===== config.mk =====
export PLATFORM = sky130hd
export DESIGN_NAME = mul_requester
export DESIGN_NICKNAME = d
export VERILOG_FILES = /design/src/rtl/mul_req_pkg.sv /design/src/rtl/mul_req_timeout.sv /design/src/rtl/mul_requester.sv
export SDC_FILE = /design/constraint.sdc
export NUM_CORES = 1
export LEC_CHECK = 0
export BUFFER_PORTS_ARGS = -buffer_cell sky130_fd_sc_hd__buf_4
export CAP_MARGIN = 20
export CORE_ASPECT_RATIO = 0.5
export CORE_MARGIN = 2
export CORE_UTILIZATION = 51
export CTS_CLUSTER_DIAMETER = 60
export DETAILED_ROUTE_END_ITERATION = 6
export PLACE_DENSITY = 0.91
export RECOVER_POWER = 50
export SYNTH_ARGS = -nofsm -noshare
export SYNTH_HDL_FRONTEND = slang
export SYNTH_SLANG_ARGS = --single-unit

===== constraint.sdc =====
create_clock -name clk -period 2.05 [get_ports clk]
set_clock_uncertainty 0.15 [all_clocks]
set_input_delay 0.1025 -clock clk [delete_from_list [all_inputs] [get_ports clk]]
set_output_delay 0.1025 -clock clk [all_outputs]
set_load 0.005 [all_outputs]

===== src/rtl/mul_req_pkg.sv =====
// Shared types and default sizing for the multiplier requester.
// The state enum is kept here so the top and any future siblings agree on encoding.
package mul_req_pkg;

    // Default operand width; products are twice this wide.
    localparam int DEF_DW      = 8;
    // Default number of WAIT clocks before an unanswered request is flagged.
    localparam int DEF_TIMEOUT = 16;
    // Default width of the completion and error statistics counters.
    localparam int DEF_CNT_W   = 16;

    // Request lifecycle: accept, pulse the multiplier, wait for ack, hand back the result.
    typedef enum logic [1:0] {
        IDLE  = 2'd0,
        ISSUE = 2'd1,
        WAIT  = 2'd2,
        RESP  = 2'd3
    } state_t;

endpackage


===== src/rtl/mul_req_timeout.sv =====
// Timeout counter for the requester's WAIT state.
// It is cleared while a request is being issued and counts while waiting.
// 'o_expired' rises when the count reaches TIMEOUT-1, which is the last WAIT clock
// on which an ack can still be accepted.
module mul_req_timeout #(
    parameter int TIMEOUT = 16
) (
    input  logic clk,
    input  logic reset_n,
    input  logic i_clear,
    input  logic i_enable,
    output logic o_expired
);

    localparam int CW = (TIMEOUT <= 2) ? 1 : $clog2(TIMEOUT);

    logic [CW-1:0] r_count;

    // Count WAIT clocks; park at the terminal value so the flag stays up until cleared.
    always_ff @(posedge clk or negedge reset_n) begin
        if (!reset_n) begin
            r_count <= '0;
        end else if (i_clear) begin
            r_count <= '0;
        end else if (i_enable && !o_expired) begin
            r_count <= r_count + 1'b1;
        end
    end

    assign o_expired = (r_count == CW'(TIMEOUT - 1));

endmodule


===== src/rtl/mul_requester.sv =====
// Initiator side of the multiplier en/ack handshake.
// Takes operand pairs from an upstream valid/ready stream, fires a one-cycle en pulse at
// the multiplier, waits a bounded time for ack and returns the product, or a timeout
// error, on a downstream valid/ready stream. Completions and timeouts are counted.
module mul_requester
    import mul_req_pkg::*;
#(
    parameter int DW      = DEF_DW,
    parameter int TIMEOUT = DEF_TIMEOUT,
    parameter int CNT_W   = DEF_CNT_W
) (
    input  logic              clk,
    input  logic              reset_n,
    input  logic              req_valid,
    output logic              req_ready,
    input  logic [DW-1:0]     req_a,
    input  logic [DW-1:0]     req_b,
    output logic [DW-1:0]     mul_a,
    output logic [DW-1:0]     mul_b,
    output logic              mul_en,
    input  logic [2*DW-1:0]   mul_out,
    input  logic              mul_ack,
    output logic              rsp_valid,
    input  logic              rsp_ready,
    output logic [2*DW-1:0]   rsp_data,
    output logic              rsp_err,
    output logic              busy,
    output logic [CNT_W-1:0]  done_cnt,
    output logic [CNT_W-1:0]  err_cnt
);

    state_t             r_state;
    logic [DW-1:0]      r_mul_a;
    logic [DW-1:0]      r_mul_b;
    logic               r_mul_en;
    logic               r_rsp_valid;
    logic [2*DW-1:0]    r_rsp_data;
    logic               r_rsp_err;
    logic [CNT_W-1:0]   r_done_cnt;
    logic [CNT_W-1:0]   r_err_cnt;

    logic               w_tmo_clear;
    logic               w_tmo_enable;
    logic               w_expired;

    // The timeout count restarts during ISSUE so every WAIT gets the full window.
    assign w_tmo_clear  = (r_state == ISSUE);
    assign w_tmo_enable = (r_state == WAIT);

    mul_req_timeout #(
        .TIMEOUT (TIMEOUT)
    ) u_timeout (
        .clk       (clk),
        .reset_n   (reset_n),
        .i_clear   (w_tmo_clear),
        .i_enable  (w_tmo_enable),
        .o_expired (w_expired)
    );

    // Request FSM with registered outputs. mul_en is a default-low pulse that is only
    // raised on the accepting edge, so it is high for exactly the ISSUE cycle. Acks that
    // arrive outside WAIT fall through every branch and are ignored. Result registers are
    // only written on the WAIT exit, so they hold steady throughout RESP.
    always_ff @(posedge clk or negedge reset_n) begin
        if (!reset_n) begin
            r_state     <= IDLE;
            r_mul_a     <= '0;
            r_mul_b     <= '0;
            r_mul_en    <= 1'b0;
            r_rsp_valid <= 1'b0;
            r_rsp_data  <= '0;
            r_rsp_err   <= 1'b0;
            r_done_cnt  <= '0;
            r_err_cnt   <= '0;
        end else begin
            r_mul_en <= 1'b0;
            case (r_state)
                IDLE: begin
                    if (req_valid) begin
                        r_mul_a  <= req_a;
                        r_mul_b  <= req_b;
                        r_mul_en <= 1'b1;
                        r_state  <= ISSUE;
                    end
                end
                ISSUE: begin
                    r_state <= WAIT;
                end
                WAIT: begin
                    if (mul_ack) begin
                        r_rsp_data  <= mul_out;
                        r_rsp_err   <= 1'b0;
                        r_rsp_valid <= 1'b1;
                        r_state     <= RESP;
                    end else if (w_expired) begin
                        r_rsp_data  <= '0;
                        r_rsp_err   <= 1'b1;
                        r_rsp_valid <= 1'b1;
                        r_state     <= RESP;
                    end
                end
                RESP: begin
                    if (rsp_ready) begin
                        r_rsp_valid <= 1'b0;
                        if (r_rsp_err) begin
                            if (r_err_cnt != '1) begin
                                r_err_cnt <= r_err_cnt + 1'b1;
                            end
                        end else begin
                            if (r_done_cnt != '1) begin
                                r_done_cnt <= r_done_cnt + 1'b1;
                            end
                        end
                        r_state <= IDLE;
                    end
                end
                default: begin
                    r_state <= IDLE;
                end
            endcase
        end
    end

    // Upstream readiness and the busy flag depend on state alone.
    assign req_ready = (r_state == IDLE);
    assign busy      = (r_state != IDLE);

    assign mul_a     = r_mul_a;
    assign mul_b     = r_mul_b;
    assign mul_en    = r_mul_en;
    assign rsp_valid = r_rsp_valid;
    assign rsp_data  = r_rsp_data;
    assign rsp_err   = r_rsp_err;
    assign done_cnt  = r_done_cnt;
    assign err_cnt   = r_err_cnt;

endmodule


==> results.yml <==
die:
  core_um2: 6181
  die_area_um2: 7202
  die-height_um: 61.02
  num_rows: 20
  initial_core_util_pct: 53.64
  dieWidth_um: 118.0
  io-pin-count: 106
yosys:
  syn_area_per_cell_um2: 12.33
  ys_seq_area_share_pct: 55.09
  netlist-cell-type-count: 44
  syn_inst: 269
  synth_commonest_cells: "dfrtp_1 (73), mux2_2 (21), a22o_1 (17)"
  synth-edff-count: 0
  yosys.area.top_type_share_pct: 55.09
  ys_top_cells_by_area: "dfrtp_1 (55%), mux2_2 (7.1%), a22o_1 (4.5%)"
  ys_ff_latch: 73
  synth_top_cell_by_area: "dfrtp_1"
  synth_area_um2: 3316
  synth_fp_nets: 314
  ys_dominant_reg_cell: "dfrtp_1"
  ys_warn_count: 0
  yosysMostFrequentCell: "dfrtp_1"
  async_flop_share_pct: 100.0
global_route:
  grt_first_pass_wirelength_mm: 16.62
  first_global_vias: 3088
  grt_max_degree: 74
  grt_overflow: 0
  track_usage_pct: 30.76
  antenna_found_initial: 0
timing:
  rsz0062_at_grt: "no"
  fin_crit_sh_pct: 99.41
  tightest_slew_ns: 0.9881
  slew_headroom_pct: 34.13
  whs_ns: 0.09109
  period_minus_slack_ns: 2.038
  hold_violations: 0
  max_freq_mhz: 490.7
  setup_viol: 0
  slew_violations: 0
  fin_setup_tns_ns: 0
worst_setup_path:
  critical_path.cell_chain: "inv_1, ha_1, inv_1, o22ai_1, a21oi_1, mux2_2"
  cp-end-kind: "register"
  cp_max_fo: 4
  critPathRequiredTime_ns: 2.12
  cpPeakStageDelay_ns: 0.48
  critPathKind: "register to register"
  critPathSlowestCell: "dfrtp_1"
  cpMostUsedCell: "inv_1"
  cp-start-kind: "register"
  cp.arrival_ns: 2.11
run_status:
  status: "finished clean"
cells_and_area:
  synthToLayoutAreaGrowth_pct: 45.77
  drive_above_1_share_pct: 35.70
  nets: 463
  diodes: 0
  fin_cells: 511
  post-route-util_pct: 78.20
  fill_cells: 336
placed_design:
  placed_cells: 460
  hpwl_mm: 5.632
  port_buffers: 105
  gp_congestion: 0.8930
power_and_ir_drop:
  power.density_nw_per_um2: 1170
  vdd_ir_drop_max_v: 0.0006702
  power.leakage_nw: 2.363
  power_mw: 5.654
worst_hold_path:
  min_path_type: "input pin to register"
clocking:
  cts_max_level: 3
  tritoncts: "yes"
  clock_latency_ns: 0.34
  cts.sinks: 73
  cts_buffers: 9
  clk_pin_slew_ns: 0.06
  clockBufferDepth: 2
  cts_root_buf: "clkbuf_16"
detailed_routing:
  wl_per_cell_um: 20.70
  drt_iter0_markers: 311
  vias: 3001
  ant_nets: 0
  wl_mm: 10.58
  viasPerCell: 5.873
  drc_errors: 0
  dr.pass1.iters: 5
job:
  cap_violations: 0
path summary, 6_finish.rpt:
| check | start | endpoint | slack, ns | depth (start not counted) |
|---|---|---|---|---|
| worst min-delay path | req_valid | mul_en$_DFF_PN0_ | 0.09 | 4 |
| worst min register to register | rsp_data[7]$_DFFE_PN0P_ | rsp_data[7]$_DFFE_PN0P_ | 0.35 | 1 |
| max in group asynchronous | reset_n | done_cnt[8]$_DFFE_PN0P_ | 0.77 | 2 |
| worst max register to register | r_state[0]$_DFFE_PN0P_ | r_state[1]$_DFFE_PN0P_ | 0.01 | 6 |
| min in group asynchronous | reset_n | rsp_data[15]$_DFFE_PN0P_ | 0.34 | 2 |
| worst max-delay path | r_state[0]$_DFFE_PN0P_ | r_state[1]$_DFFE_PN0P_ | 0.01 | 6 |
repair_timing:
| action | in CTS | in global routing |
|---|---|---|
| endpoints found under the setup margin | 0 | 12 |
| resized for setup | 0 | 4 |
| hold buffers | 34 | 0 |
| setup buffers | 0 | 1 |
| hold endpoints to repair | 106 | 0 |
where the power goes:
group / switching, mW / internal (mW) / leakage [nW]
registers: 0.400 / 1.88 / 0.938
logic: 0.846 / 0.981 / 1.28
clock network: 0.602 / 0.949 / 0.149
critical path: cells and delay by family, from the launching register on:
family	cells	cell delay [ns]
fa+ha+maj	1	0.26
mux	1	0.38
buf+inv	2	0.26
flops	1	0.48
compound gates	2	0.40
area by class of cell:
cell class              instances  area, um^2  share of cell area [%]
inverters                       8       30.03                  0.6213
clock inverters                 2       10.01                  0.2071
multi-input cells             181        1451                   30.03
clock buffers                  14       284.0                   5.876
well taps                      88       110.1                   2.278
repair buffers                145        1121                   23.19
flip-flops and latches         73        1827                   37.79
cells in the final DEF, fill, tap and decap left out, drive strengths merged, types with 2 or more instances in the layout:
master,instances
a21oi,7
a22o,17
a31oi,5
a41oi,2
and2,2
and3,6
and4,2
buf,44
clkbuf,81
clkinv,2
dfrtp,73
dlygate4sd3,34
ha,8
inv,8
mux2,22
nand2,15
nand3,11
nand4,10
nand4b,3
nor2,13
nor3,13
nor4,3
nor4b,2
o21ai,3
or2,2
or3,3
xnor2,9
xor2,15
stage by stage:
stage	setup slack, ns	instance area [um^2]
floorplan	0.1736	3316
global placement	0.1871	4222
detailed placement	0.08984	4222
CTS	0.04016	4856
global route	0.01679	4833
finish	0.01201	4833
logic make-up after synthesis:
kind of cell | count (synthesis) | share of synthesized area, %
AOI/OAI and AO/OA | 37 | 8.226
xor gates and xnor gates | 24 | 6.340
adders and majority gates | 8 | 3.019
buffers and inverters | 15 | 1.811
DFF | 73 | 55.09
muxes | 23 | 7.887
and+or+nand+nor | 89 | 17.62
registers in the layout, indices dropped and copies added, names as in the netlist:
register and count:
done_cnt 16, err_cnt 16, rsp_data 16, mul_a 8
mul_b 8, u_timeout.r_count 4, r_state 2, mul_en 1
rsp_err 1, rsp_valid 1
per-layer routing:
layer  vias to the layer above  wire length (um)  share of wire, %  GRT usage [%]
li1                       1284                 -                 -              -
met2                       183              5244                50          53.65
met4                         0               623               5.9          23.75
met3                        59               722               6.8          7.407
met5                         -                 0                 0              0
met1                      1475              3986                38          34.79
Power figures use the tool's default switching activity.
